$ cat src/rtl/hazard_ctrl_seq_if.sv
// ---------------------------------------------------------------------------
// hazard_ctrl_seq_if
//   Bundle of the pipeline-side signals seen by the sequential hazard unit.
//   master : pipeline side. It drives the EX/ID register fields, the
//            branch/jump resolution and mem_busy. It receives the controls.
//   slave  : hazard unit. It receives the above and drives hazard_stall,
//            hazard_flush, hazard_mux and hazard_state.
// ---------------------------------------------------------------------------
interface hazard_ctrl_seq_if #(
  parameter int REG_AW = 5
);
  logic [REG_AW-1:0] ID_EX_rt;
  logic              ID_EX_memread;
  logic [REG_AW-1:0] IF_ID_rs1;
  logic [REG_AW-1:0] IF_ID_rs2;
  logic              IF_ID_use_rs1;
  logic              IF_ID_use_rs2;
  logic              jump_flag;
  logic              correct;
  logic              mem_busy;
  logic              hazard_stall;
  logic              hazard_flush;
  logic              hazard_mux;
  logic [1:0]        hazard_state;

  modport master (
    output ID_EX_rt, ID_EX_memread, IF_ID_rs1, IF_ID_rs2,
           IF_ID_use_rs1, IF_ID_use_rs2, jump_flag, correct, mem_busy,
    input  hazard_stall, hazard_flush, hazard_mux, hazard_state
  );

  modport slave (
    input  ID_EX_rt, ID_EX_memread, IF_ID_rs1, IF_ID_rs2,
           IF_ID_use_rs1, IF_ID_use_rs2, jump_flag, correct, mem_busy,
    output hazard_stall, hazard_flush, hazard_mux, hazard_state
  );
endinterface

$ cat src/rtl/hazard_ctrl_seq.sv
// ---------------------------------------------------------------------------
// hazard_ctrl_seq
//   Sequential hazard unit for the 5-stage RISC-V pipeline. It handles these
//   cases:
//   - Load-use hazards stall for LOAD_LAT cycles.
//   - Branch/jump mispredicts flush for MISS_PENALTY cycles.
//   - A busy data memory freezes the pipeline.
//   Register x0 is never treated as a dependency.
//
// Ports
//   clk, rst : core clock, synchronous active-high reset
//   hz       : hazard_ctrl_seq_if.slave. It carries the EX/ID fields,
//              jump_flag, correct and mem_busy in, and the stall/flush/mux
//              controls plus the debug state out.
//   stall_cnt, flush_cnt, lu_cnt : saturating perf counters. They exist
//              only when HAZARD_PERF_CNT_EN is defined.
//
// Optional feature macro: HAZARD_PERF_CNT_EN
// ---------------------------------------------------------------------------
module hazard_ctrl_seq #(
  parameter int REG_AW       = 5,
  parameter int LOAD_LAT     = 1,
  parameter int MISS_PENALTY = 1,
  parameter int CNT_W        = 16
) (
  input  logic               clk,
  input  logic               rst,
  hazard_ctrl_seq_if.slave   hz
`ifdef HAZARD_PERF_CNT_EN
  ,
  output logic [CNT_W-1:0]   stall_cnt,
  output logic [CNT_W-1:0]   flush_cnt,
  output logic [CNT_W-1:0]   lu_cnt
`endif
);

  localparam int MAX_LAT = (LOAD_LAT > MISS_PENALTY) ? LOAD_LAT : MISS_PENALTY;
  localparam int CW      = $clog2(MAX_LAT) + 1;
  localparam logic [CW-1:0] LOAD_INIT = CW'(LOAD_LAT - 1);
  localparam logic [CW-1:0] MISS_INIT = CW'(MISS_PENALTY - 1);
  localparam logic [CW-1:0] CNT_ONE   = CW'(1);

  typedef enum logic [1:0] {
    IDLE       = 2'd0,
    LOAD_STALL = 2'd1,
    MISS_FLUSH = 2'd2,
    MEM_WAIT   = 2'd3
  } state_t;

  state_t          state_reg, state_next;
  logic [CW-1:0]   cnt_reg, cnt_next;
  logic            lu;
  logic            stall, flush, mux;

  assign lu = hz.ID_EX_memread && (hz.ID_EX_rt != REG_AW'(0)) &&
              ((hz.IF_ID_use_rs1 && (hz.ID_EX_rt == hz.IF_ID_rs1)) ||
               (hz.IF_ID_use_rs2 && (hz.ID_EX_rt == hz.IF_ID_rs2)));

  always_ff @(posedge clk) begin
    if (rst) begin
      state_reg <= IDLE;
      cnt_reg   <= '0;
    end else begin
      state_reg <= state_next;
      cnt_reg   <= cnt_next;
    end
  end

  always_comb begin
    stall      = 1'b0;
    flush      = 1'b0;
    mux        = 1'b0;
    state_next = state_reg;
    cnt_next   = cnt_reg;
    if (!rst) begin
      unique case (state_reg)
        IDLE: begin
          if (hz.mem_busy) begin
            stall      = 1'b1;
            state_next = MEM_WAIT;
          end else if (!hz.correct) begin
            flush = 1'b1;
            mux   = 1'b1;
            if (MISS_PENALTY > 1) begin
              state_next = MISS_FLUSH;
              cnt_next   = MISS_INIT;
            end
          end else if (lu) begin
            // Load-use wins over a concurrent jump. The jump is still
            // sitting in ID after the stall and gets handled then.
            stall = 1'b1;
            flush = 1'b1;
            mux   = 1'b1;
            if (LOAD_LAT > 1) begin
              state_next = LOAD_STALL;
              cnt_next   = LOAD_INIT;
            end
          end else if (hz.jump_flag) begin
            flush = 1'b1;
          end
        end
        LOAD_STALL: begin
          if (hz.mem_busy) begin
            stall = 1'b1;
          end else if (!hz.correct) begin
            // A mispredict abandons the remaining stall cycles.
            flush = 1'b1;
            mux   = 1'b1;
            if (MISS_PENALTY > 1) begin
              state_next = MISS_FLUSH;
              cnt_next   = MISS_INIT;
            end else begin
              state_next = IDLE;
              cnt_next   = '0;
            end
          end else begin
            stall    = 1'b1;
            flush    = 1'b1;
            mux      = 1'b1;
            cnt_next = cnt_reg - CNT_ONE;
            if (cnt_reg == CNT_ONE) state_next = IDLE;
          end
        end
        MISS_FLUSH: begin
          if (hz.mem_busy) begin
            stall = 1'b1;
          end else begin
            flush    = 1'b1;
            mux      = 1'b1;
            cnt_next = cnt_reg - CNT_ONE;
            if (cnt_reg == CNT_ONE) state_next = IDLE;
          end
        end
        MEM_WAIT: begin
          stall = 1'b1;
          if (!hz.mem_busy) state_next = IDLE;
        end
        default: state_next = IDLE;
      endcase
    end
  end

  assign hz.hazard_stall = stall;
  assign hz.hazard_flush = flush;
  assign hz.hazard_mux   = mux;
  assign hz.hazard_state = rst ? 2'd0 : state_reg;

`ifdef HAZARD_PERF_CNT_EN
  logic lu_take;

  // Counts the moment the IDLE priority chain selects the load-use branch.
  assign lu_take = !rst && (state_reg == IDLE) && !hz.mem_busy && hz.correct && lu;

  always_ff @(posedge clk) begin
    if (rst) begin
      stall_cnt <= '0;
      flush_cnt <= '0;
      lu_cnt    <= '0;
    end else begin
      if (stall && !(&stall_cnt))          stall_cnt <= stall_cnt + 1'b1;
      if (flush && !stall && !(&flush_cnt)) flush_cnt <= flush_cnt + 1'b1;
      if (lu_take && !(&lu_cnt))           lu_cnt    <= lu_cnt + 1'b1;
    end
  end
`endif

endmodule

$ cat src/flat_wrapper.sv
// flat-port wrapper written by rule: the top's interface ports become plain ports
module hazard_ctrl_seq_flat 
#(
  parameter int REG_AW       = 5,
  parameter int LOAD_LAT     = 1,
  parameter int MISS_PENALTY = 1,
  parameter int CNT_W        = 16
)
  (clk, rst, hz_ID_EX_rt, hz_ID_EX_memread, hz_IF_ID_rs1, hz_IF_ID_rs2, hz_IF_ID_use_rs1, hz_IF_ID_use_rs2, hz_jump_flag, hz_correct, hz_mem_busy, hz_hazard_stall, hz_hazard_flush, hz_hazard_mux, hz_hazard_state);
  hazard_ctrl_seq_if #(.REG_AW(REG_AW)) hz_i ();
  input  logic clk;
  input  logic rst;
  input wire logic [$bits(hz_i.ID_EX_rt)-1:0] hz_ID_EX_rt;
  input wire logic [$bits(hz_i.ID_EX_memread)-1:0] hz_ID_EX_memread;
  input wire logic [$bits(hz_i.IF_ID_rs1)-1:0] hz_IF_ID_rs1;
  input wire logic [$bits(hz_i.IF_ID_rs2)-1:0] hz_IF_ID_rs2;
  input wire logic [$bits(hz_i.IF_ID_use_rs1)-1:0] hz_IF_ID_use_rs1;
  input wire logic [$bits(hz_i.IF_ID_use_rs2)-1:0] hz_IF_ID_use_rs2;
  input wire logic [$bits(hz_i.jump_flag)-1:0] hz_jump_flag;
  input wire logic [$bits(hz_i.correct)-1:0] hz_correct;
  input wire logic [$bits(hz_i.mem_busy)-1:0] hz_mem_busy;
  output wire logic [$bits(hz_i.hazard_stall)-1:0] hz_hazard_stall;
  output wire logic [$bits(hz_i.hazard_flush)-1:0] hz_hazard_flush;
  output wire logic [$bits(hz_i.hazard_mux)-1:0] hz_hazard_mux;
  output wire logic [$bits(hz_i.hazard_state)-1:0] hz_hazard_state;
  assign hz_i.ID_EX_rt = hz_ID_EX_rt;
  assign hz_i.ID_EX_memread = hz_ID_EX_memread;
  assign hz_i.IF_ID_rs1 = hz_IF_ID_rs1;
  assign hz_i.IF_ID_rs2 = hz_IF_ID_rs2;
  assign hz_i.IF_ID_use_rs1 = hz_IF_ID_use_rs1;
  assign hz_i.IF_ID_use_rs2 = hz_IF_ID_use_rs2;
  assign hz_i.jump_flag = hz_jump_flag;
  assign hz_i.correct = hz_correct;
  assign hz_i.mem_busy = hz_mem_busy;
  assign hz_hazard_stall = hz_i.hazard_stall;
  assign hz_hazard_flush = hz_i.hazard_flush;
  assign hz_hazard_mux = hz_i.hazard_mux;
  assign hz_hazard_state = hz_i.hazard_state;
  hazard_ctrl_seq #(.REG_AW(REG_AW), .LOAD_LAT(LOAD_LAT), .MISS_PENALTY(MISS_PENALTY), .CNT_W(CNT_W)) u_core (.clk(clk), .rst(rst), .hz(hz_i));
endmodule
$ cat config.mk
export PLATFORM = sky130hd
export DESIGN_NAME = hazard_ctrl_seq_flat
export DESIGN_NICKNAME = d
export VERILOG_FILES = /design/src/rtl/hazard_ctrl_seq_if.sv /design/src/rtl/hazard_ctrl_seq.sv /design/src/flat_wrapper.sv
export SDC_FILE = /design/constraint.sdc
export NUM_CORES = 1
export LEC_CHECK = 0
export ABC_AREA = 1
export CORE_AREA = 2 2 39 41
export CTS_CLUSTER_DIAMETER = 30
export CTS_CLUSTER_SIZE = 16
export DETAILED_ROUTE_END_ITERATION = 6
export DIE_AREA = 0 0 41 43
export PLACE_DENSITY = 0.78
export REMOVE_ABC_BUFFERS = 1
export SLEW_MARGIN = 20
export SYNTH_ARGS = -nofsm -noshare
export SYNTH_HDL_FRONTEND = slang
export SYNTH_SLANG_ARGS = --single-unit
$ cat constraint.sdc
create_clock -name clk -period 3.14 [get_ports clk]
set_input_delay 0.628 -clock clk [delete_from_list [all_inputs] [get_ports clk]]
set_output_delay 0.628 -clock clk [all_outputs]
set_load 0.03 [all_outputs]
==> metrics, run 1 <==
status finished clean; Crit path arrival time 2.04 ns; Switching Share 47.4%; final worst path period need 2.66 ns; Final Hold Vio Count 0; slowest CP cell clkdlybuf4s50_1; Synth Area in Adders 10.2%; CORE AREA 0.00138 sq mm; nets 160; Yosys cell types 13; pin count of the biggest net entering global routing 8; port bufs 27; RSZ-0062 raised after global routing no; worst skew pair latency 0.23 ns; Final ANT Viol Nets 0; Tcrit/Tclk final 84.8%; worst clock skew 0.000663 ns; Startpoint Class input port; Sum Neg Setup Slack 0 ns; share of layout cells above drive strength 1 11.4%; cell family with most CP delay buffers and inverters; CTS clk-pin slew, worst paths 0.03 ns; WS Path Type in -> out; #FFs+latches synth 3; pwr dens 523 mW/mm^2; Leakage Power 0.464 nW; Crit Path Max Fanout 4; Total GRT Usage 15.8%; clock power share 16.0%; sequential power share 16.8%; post-synthesis compound-gate area fraction 10.2%; Req. time, crit path 2.51 ns; fmax 375 MHz; Crit. End Element primary output; Worst-Margin Slew 0.311 ns; number of global-route vias before repair 581; die extent in y 43 um; CTS tree yes; WP buf/inv 3; Post-Syn Instances 101; clock sink count 3; max FFs per register 2; clk root buf clkbuf_4; clock buffer count from CTS 3; post-CTS sizing 0; DRT iter0 DRCs 12; final setup margin 0.476 ns; clock tree buffer depth 2; number of diodes 0; Hold WC Path Type reg -> reg; # DRC 0; routed wire length 1260 um; drt wl/cell 8.49 um; GPL Wtd Cong 0.735; first-pass GRT wire length 1900 um; final setup fails 0; Internal Dissipation 0.220 mW; synth warn 0; initial antenna violation count 0; sequential area share after synthesis 12.2%; routed vias 651; total die area 0.00176 sq mm; H-tree depth 1; post-CTS setup buffer count 0; post-DP HPWL 1090 um; Placement Setup Slack 0.460 ns; main combinational cell family by area after synthesis simple AND/OR/NAND/NOR gates; 1st-pass router iterations 4; critical path, cell by cell clkdlybuf4s50_1, inv_2, nand2_2, nand2_1, nor2_1, nand3_1, nand2_1, nand2_1, nand2_1, nand2_1, nand2_1, nand2_1, nand2_1, buf_4; # IOs 28; CP most frequent cell nand2_1; Fillers 139; peak supply drop 0.323 mV; syn_area_per_cell 4.86 sq um; Via density 4.40; Slew HR 79.2%; post-synthesis mux area share 0%; P&R area growth vs syn 63.0%; Max Slew Vio Count 0; Initial Utilization 35.4%; part of the power in combinational logic 67.2%; max incr delay on CP 0.54 ns; Post-Synth XOR/XNOR Area 0%; die width 41 um; Post-Synth Simple-Gate Area 49.0%; gr ovfl total 0; # hold bufs at CTS 0; Psw 0.198 mW; Core Rows 14; synthesized cell area 490 sq um; maxcap violations 0
cells in the mapped netlist:
library cell   n  area, sq um
o21ai_1        1         5.00
a21oi_1        4         20.0
dfxtp_1        3         60.1
o21ai_0        2         10.0
ha_1           4         50.1
nand2_2        1         6.26
nand4_1        2         12.5
nor2_1        15         56.3
inv_2          8         30.0
o31ai_1        2         15.0
nand3_1        3         15.0
nand2_1       40          150
inv_1         16         60.1
area by class of cell:
type | count | area [sq um] | area share (%)
timing repair buffer | 27 | 263 | 32.9
clock buffer | 4 | 26.3 | 3.29
tap | 16 | 20.0 | 2.50
sequential | 3 | 60.1 | 7.51
inverter | 24 | 90.1 | 11.3
multi-input combinational | 74 | 340 | 42.6
placed cells by master, fill, tap and decap left out:
master,n
o21ai_0,2
ha_1,4
clkbuf_4,3
clkbuf_1,1
nand2_1,40
inv_1,16
buf_4,3
nand3_1,3
clkdlybuf4s50_1,24
nand2_2,1
inv_2,8
a21oi_1,4
o21ai_1,1
o31ai_1,2
nand4_1,2
nor2_1,15
dfxtp_1,3
worst paths after layout:
kind	start	endpoint	slack [ns]	cells after the start
worst min register to register	u_core.cnt_reg$_SDFFE_PP0P_	u_core.cnt_reg$_SDFFE_PP0P_	0.49	2
worst min-delay path	u_core.cnt_reg$_SDFFE_PP0P_	u_core.cnt_reg$_SDFFE_PP0P_	0.49	2
worst max register to register	u_core.state_reg[0]$_SDFFE_PP0P_	u_core.state_reg[1]$_SDFFE_PP0P_	1.74	8
worst max-delay path	hz_ID_EX_rt[4]	hz_hazard_flush	0.48	14
tightest hold or removal path, delay by kind of cell, from the launching register on:
family / cells / cell delay, ns
flip-flops: 1 / 0.32
AO/OA/AOI/OAI: 1 / 0.04
AND/OR/NAND/NOR: 1 / 0.09
cells by family after synthesis:
kind of cell / count (synthesis)
adder cells (fa/ha/maj): 4
AND/OR/NAND/NOR: 61
flip-flops: 3
AO/OA/AOI/OAI: 9
buffers and inverters: 24
per-stage QoR:
stage / utilization [%] / std cells / hold slack, ns / area [sq um] / total power [mW]
floorplan: - / 101 / 0.452 / 490 / 0.257
global placement: 55.9 / 144 / 0.484 / 773 / 0.349
detailed placement: 55.9 / 144 / 0.490 / 773 / 0.355
CTS: 57.8 / 148 / 0.499 / 800 / 0.426
global route: 57.8 / 148 / 0.524 / 800 / 0.464
finish: 57.8 / 148 / 0.488 / 800 / 0.418
power by group through the flow:
stage	Sequential [mW]	Clock [mW]	Combinational, mW
after floorplan	0.0677	0	0.190
after global placement	0.0693	0	0.280
after detailed placement	0.0710	0	0.284
after CTS	0.0703	0.0704	0.286
after global routing	0.0725	0.0739	0.317
final	0.0701	0.0670	0.281
layer usage:
metal / part of all wire (%) / GRT usage (%) / vias to the layer above
li1: - / - / 362
met2: 52 / 31.6 / 20
met4: 1.4 / 10.0 / 0
met5: 0 / 0 / -
met3: 7.7 / 2.09 / 2
met1: 39 / 12.1 / 267
Power figures use the tool's default switching activity.
==> inputs of run 2 (changes only) <==
--- a/config.mk
+++ b/config.mk
@@ -6,12 +6,12 @@
 export NUM_CORES = 1
 export LEC_CHECK = 0
 export ABC_AREA = 1
-export CORE_AREA = 2 2 39 41
+export CORE_AREA = 2 2 40 42
 export CTS_CLUSTER_DIAMETER = 30
 export CTS_CLUSTER_SIZE = 16
 export DETAILED_ROUTE_END_ITERATION = 6
-export DIE_AREA = 0 0 41 43
-export PLACE_DENSITY = 0.78
+export DIE_AREA = 0 0 42 44
+export PLACE_DENSITY = 0.74
 export REMOVE_ABC_BUFFERS = 1
 export SLEW_MARGIN = 20
 export SYNTH_ARGS = -nofsm -noshare
==> constraint.sdc (replaced) <==
create_clock -name clk -period 2.6 [get_ports clk]
set_input_delay 0.52 -clock clk [delete_from_list [all_inputs] [get_ports clk]]
set_output_delay 0.52 -clock clk [all_outputs]
set_load 0.03 [all_outputs]
==> run 2 against run 1 <==
Core utilization down 0.72 points. First-iteration DRC count down 33%. Largest cell class unchanged. Clock-buffer cell count unchanged. Clock skew up 0.00075 ns. Critical path depth unchanged. Clock power up 20%. Final cell count up 0.68%. Combinational power up 22%.
==> metrics, run 2 (synthesis gave the netlist of run 1 again) <==
Startpoint Class input port (unchanged); Crit Path Max Fanout 3 (was 4); Sum Neg Setup Slack 0 ns (unchanged); critical path, cell by cell clkdlybuf4s50_1, inv_2, nand2_1, nand2_1, nor2_1, nand3_1, nand2_1, nand2_1, nand2_1, nand2_1, nand2_1, nand2_1, nand2_1, buf_4 (was clkdlybuf4s50_1, inv_2, nand2_2, nand2_1, nor2_1, nand3_1, nand2_1, nand2_1, nand2_1, nand2_1, nand2_1, nand2_1, nand2_1, buf_4); clock sink count 3 (unchanged); Max Slew Vio Count 0 (unchanged); peak supply drop 0.415 mV (was 0.323 mV); max FFs per register 2 (unchanged); Initial Utilization 34.6% (was 35.4%); GPL Wtd Cong 0.825 (was 0.735); flop2flop setup slack 1.16 ns (was 1.74 ns); initial antenna violation count 0 (unchanged); gr ovfl total 0 (unchanged); RSZ-0062 raised after global routing no (unchanged); H-tree depth 1 (unchanged); Hold WC Path Type reg -> reg (unchanged); number of global-route vias before repair 626 (was 581); clock tree buffer depth 2 (unchanged); pin count of the biggest net entering global routing 6 (was 8); Tcrit/Tclk final 94.5%; first-pass GRT wire length 2450 um (was 1900 um); maxcap violations 0 (unchanged); number of diodes 0 (unchanged); CP most frequent cell nand2_1 (unchanged); 1st-pass router iterations 3 (was 4); R2R Path End u_core.state_reg[1]$_SDFFE_PP0P_ (unchanged); drt wl/cell 8.50 um (was 8.49 um); routed wire length 1270 um (was 1260 um); Crit. End Element primary output (unchanged); Req. time, crit path 2.08 ns (was 2.51 ns); cell family with most CP delay buffers and inverters (unchanged); hold worst-path end u_core.cnt_reg$_SDFFE_PP0P_ (unchanged); FF-to-FF path depth 8 (unchanged); Crit path arrival time 1.94 ns (was 2.04 ns); final worst path period need 2.46 ns; fmax 407 MHz; WP buf/inv 3 (unchanged); P&R area growth vs syn 65.1% (was 63.0%); worst clock skew 0.00142 ns (was 0.000663 ns); worst skew pair latency 0.23 ns (about the same); CTS tree yes (unchanged); clock buffer count from CTS 3 (unchanged); Core Rows 14 (unchanged); DRT iter0 DRCs 8 (was 12); slowest CP cell clkdlybuf4s50_1 (unchanged); total power 0.507 mW (was 0.418 mW); Total GRT Usage 17.2% (was 15.8%); pwr dens 626 mW/mm^2 (was 523 mW/mm^2); CORE AREA 0.00142 sq mm (was 0.00138 sq mm); most frequent cells in the layout nand2_1, clkdlybuf4s50_1, inv_1 (unchanged); WS Path Type in -> out (unchanged); Via density 4.35 (was 4.40); Final ANT Viol Nets 0 (unchanged); nets 161 (was 160); hold path startpoint u_core.cnt_reg$_SDFFE_PP0P_ (unchanged); worst r2r src u_core.state_reg[0]$_SDFFE_PP0P_ (unchanged); # DRC 0 (unchanged); most frequent standard cell in the layout excluding fill and tap cells nand2_1 (unchanged); final setup fails 0 (unchanged); routed vias 648 (was 651); clk root buf clkbuf_4 (unchanged); Final Hold Vio Count 0 (unchanged); post-DP HPWL 1080 um (was 1090 um); Leakage Power 0.478 nW (was 0.464 nW); die extent in y 44 um (was 43 um); die width 42 um (was 41 um); status finished clean (unchanged); max incr delay on CP 0.51 ns (was 0.54 ns); WHS Path Cells 2 (unchanged); Slew HR 79.5% (was 79.2%); port bufs 27 (unchanged); share of layout cells above drive strength 1 12.0% (was 11.4%); # IOs 28 (unchanged); total die area 0.00185 sq mm (was 0.00176 sq mm); CTS clk-pin slew, worst paths 0.03 ns (about the same); Worst-Margin Slew 0.306 ns (was 0.311 ns)
[run 2: changes by cell type in the layout (fill, tap and decap cells not counted)]
| cell | before | now |
|---|---|---|
| dlymetal6s2s_1 | 0 | 1 |
| buf_4 | 3 | 4 |
| clkdlybuf4s50_1 | 24 | 23 |
[run 2: worst min-delay path: cells and delay by family, from the launching register on]
kind	cells	cell delay, ns
and+or+nand+nor	1	0.09
DFF	1	0.33
AOI/OAI and AO/OA	1	0.05
[run 2: what timing repair did]
item / CTS / global route
resized for setup: 0 / 1
endpoints found under the setup margin: 0 / 2
buffers inserted: 0 / 0
hold endpoints to repair: 0 / 0
hold buffers: 0 / 0
[run 2: layout make-up]
type	instances	area, sq um
Timing Repair Buffer	28	273
Fill cell	138	609
Sequential cell	3	60.1
Tap cell	16	20.0
Multi-Input combinational cell	74	340
Inverter	24	90.1
Clock buffer	4	26.3
[run 2: worst max-delay path by stage]
stage | slack, ns | start | end | cells after the start
finish | 0.14 | hz_ID_EX_rt[2] | hz_hazard_flush | 14
global route | 0.01 | hz_ID_EX_rt[0] | hz_hazard_flush | 14
CTS | 0.13 | hz_ID_EX_rt[4] | hz_hazard_flush | 14
detailed placement | 0.14 | hz_ID_EX_rt[4] | hz_hazard_flush | 14
global placement | 0.16 | hz_ID_EX_rt[4] | hz_hazard_flush | 14
floorplan | 0.61 | hz_ID_EX_rt[3] | hz_hazard_stall | 10
[run 2: through the flow]
stage / setup WS, ns / cells / util (%) / area, sq um / hold slack (ns)
floorplan: 0.609 / 101 / - / 490 / 0.452
global placement: 0.159 / 145 / 55.0 / 781 / 0.478
detailed placement: 0.139 / 145 / 55.0 / 781 / 0.482
CTS: 0.125 / 149 / 56.9 / 807 / 0.490
global route: 0.0133 / 149 / 57.1 / 810 / 0.507
finish: 0.144 / 149 / 57.1 / 810 / 0.503
[run 2: per-layer routing]
metal	global-route usage, %	part of all wire (%)
met2	30.6	51
met3	4.17	4.7
met4	9.68	1.3
met1	18.7	43
met5	0	0
[run 2: power breakdown]
part | leakage (nW) | internal [mW] | switching [mW]
combinational | 0.439 | 0.140 | 0.203
clock | 0.0150 | 0.0574 | 0.0230
sequential | 0.0247 | 0.0689 | 0.0150
==> inputs of run 3 (changes only) <==
--- a/config.mk
+++ b/config.mk
@@ -6,12 +6,13 @@
 export NUM_CORES = 1
 export LEC_CHECK = 0
 export ABC_AREA = 1
-export CORE_AREA = 2 2 40 42
+export CORE_AREA = 2 2 39 41
+export CTS_BUF_LIST = sky130_fd_sc_hd__clkbuf_4 sky130_fd_sc_hd__clkbuf_8
 export CTS_CLUSTER_DIAMETER = 30
 export CTS_CLUSTER_SIZE = 16
 export DETAILED_ROUTE_END_ITERATION = 6
-export DIE_AREA = 0 0 42 44
-export PLACE_DENSITY = 0.74
+export DIE_AREA = 0 0 41 43
+export PLACE_DENSITY = 0.78
 export REMOVE_ABC_BUFFERS = 1
 export SLEW_MARGIN = 20
 export SYNTH_ARGS = -nofsm -noshare
==> run 3 against run 2 <==
First-iteration DRC count rose by 38%. Non-clock buffer count decreased by 1. Sequential cell count is the same. Worst setup slack better by 0.0077 ns. Largest cell class unchanged.
==> metrics, run 3 (synthesis gave the netlist of run 1 again) <==
Sum Neg Setup Slack 0 ns (unchanged); peak supply drop 0.390 mV (was 0.415 mV); CTS tree yes (unchanged); most frequent standard cell in the layout excluding fill and tap cells nand2_1 (unchanged); Hold WS 0.488 ns (was 0.503 ns); RSZ-0062 raised after global routing no (unchanged); worst skew pair latency 0.23 ns (about the same); WHS Path Cells 2 (unchanged); Startpoint Class input port (unchanged); die extent in y 43 um (was 44 um); number of global-route vias before repair 581 (was 626); maxcap violations 0 (unchanged); Crit. End Element primary output (unchanged); clock sink count 3 (unchanged); critical path, cell by cell clkdlybuf4s50_1, inv_2, nand2_2, nand2_1, nor2_1, nand3_1, nand2_1, nand2_1, nand2_1, nand2_1, nand2_1, nand2_1, nand2_1, buf_4 (was clkdlybuf4s50_1, inv_2, nand2_1, nand2_1, nor2_1, nand3_1, nand2_1, nand2_1, nand2_1, nand2_1, nand2_1, nand2_1, nand2_1, buf_4); clock buffer count from CTS 3 (unchanged); CP most frequent cell nand2_1 (unchanged); Worst-Margin Slew 0.311 ns (was 0.306 ns); max FFs per register 2 (unchanged); Fillers 139 (was 138); # DRC 0 (unchanged); Slew HR 79.2% (was 79.5%); CTS clk-pin slew, worst paths 0.03 ns (about the same); Core Rows 14 (unchanged); CORE AREA 0.00138 sq mm (was 0.00142 sq mm); final worst path period need 2.45 ns (was 2.46 ns); pin count of the biggest net entering global routing 8 (was 6); Final ANT Viol Nets 0 (unchanged); worst clock skew 0.000787 ns (was 0.00142 ns); post-DP HPWL 1090 um (was 1080 um); routed wire length 1270 um (about the same); pwr dens 640 mW/mm^2 (was 626 mW/mm^2); Leakage Power 0.477 nW (was 0.478 nW); clock tree buffer depth 2 (unchanged); fmax 408 MHz (was 407 MHz); total power 0.516 mW (was 0.507 mW); flop2flop setup slack 1.20 ns (was 1.16 ns); status finished clean (unchanged); gr ovfl total 0 (unchanged); drt wl/cell 8.55 um (was 8.50 um); DRT iter0 DRCs 11 (was 8); number of diodes 0 (unchanged); # IOs 28 (unchanged); clk root buf clkbuf_4 (unchanged); most frequent cells in the layout nand2_1, clkdlybuf4s50_1, inv_1 (unchanged); P&R area growth vs syn 64.3% (was 65.1%); slowest CP cell clkdlybuf4s50_1 (unchanged); total die area 0.00176 sq mm (was 0.00185 sq mm); nets 160 (was 161); Tcrit/Tclk final 94.2% (was 94.5%); FF-to-FF path depth 8 (unchanged); Initial Utilization 35.4% (was 34.6%); Final Hold Vio Count 0 (unchanged); Total GRT Usage 15.8% (was 17.2%); final setup fails 0 (unchanged); port bufs 27 (unchanged); Crit path arrival time 1.93 ns (was 1.94 ns); 1st-pass router iterations 4 (was 3); Max Slew Vio Count 0 (unchanged); max incr delay on CP 0.54 ns (was 0.51 ns); share of layout cells above drive strength 1 12.1% (was 12.0%); first-pass GRT wire length 1900 um (was 2450 um); Req. time, crit path 2.08 ns (about the same); Via density 4.43 (was 4.35); Placement Setup Slack 0.136 ns (was 0.139 ns); Hold WC Path Type reg -> reg (unchanged); die width 41 um (was 42 um); final setup margin 0.152 ns (was 0.144 ns); WS Path Type in -> out (unchanged); routed vias 655 (was 648); H-tree depth 1 (unchanged); initial antenna violation count 0 (unchanged); Crit Path Max Fanout 4 (was 3); GPL Wtd Cong 0.735 (was 0.825)
==> run 3: cell type report <==
class                      count  area [sq um]  share of cell area (%)
multi-input combinational     74           340                    42.2
timing repair buffer          27           265                    32.9
inverter                      24          90.1                    11.2
sequential                     3          60.1                    7.45
clock buffer                   4          30.0                    3.73
tap                           16          20.0                    2.48
==> run 3: metal layers <==
| metal | global-route usage (%) | share of wire, % | vias up |
|---|---|---|---|
| li1 | - | - | 362 |
| met1 | 12.1 | 38 | 271 |
| met2 | 31.6 | 53 | 20 |
| met3 | 2.09 | 7.7 | 2 |
| met4 | 10.0 | 1.3 | 0 |
| met5 | 0 | 0 | - |
==> run 3: critical path, delay by kind of cell <==
family	cells	cell delay, ns
buf+inv	3	0.75
simple gates	11	0.66
==> run 3: per-stage QoR <==
stage | instance area, sq um | util (%) | cells
after floorplan | 490 | - | 101
after global placement | 773 | 55.9 | 144
after detailed placement | 773 | 55.9 | 144
after CTS | 803 | 58.0 | 148
after global routing | 806 | 58.2 | 148
final | 806 | 58.2 | 148
==> run 3: path summary, 6_finish.rpt <==
path	start	end
setup / recovery	hz_ID_EX_rt[4]	hz_hazard_flush
hold reg to reg	u_core.cnt_reg$_SDFFE_PP0P_	u_core.cnt_reg$_SDFFE_PP0P_
hold / removal	u_core.cnt_reg$_SDFFE_PP0P_	u_core.cnt_reg$_SDFFE_PP0P_
setup reg to reg	u_core.state_reg[0]$_SDFFE_PP0P_	u_core.state_reg[1]$_SDFFE_PP0P_
==> run 3: repair_timing <==
| action | 4_1_cts | 5_1_grt |
|---|---|---|
| hold buffers | 0 | 0 |
| hold endpoints to repair | 0 | 0 |
| buffers inserted | 0 | 0 |
| gates resized for setup | 0 | 1 |
| endpoints found under the setup margin | 0 | 3 |
==> run 3: where the power goes <==
part / total (mW) / switching [mW] / internal, mW
clock network: 0.0917 / 0.0238 / 0.0678
registers: 0.0847 / 0.0158 / 0.0689
logic: 0.340 / 0.200 / 0.139
total: 0.516 / 0.240 / 0.276
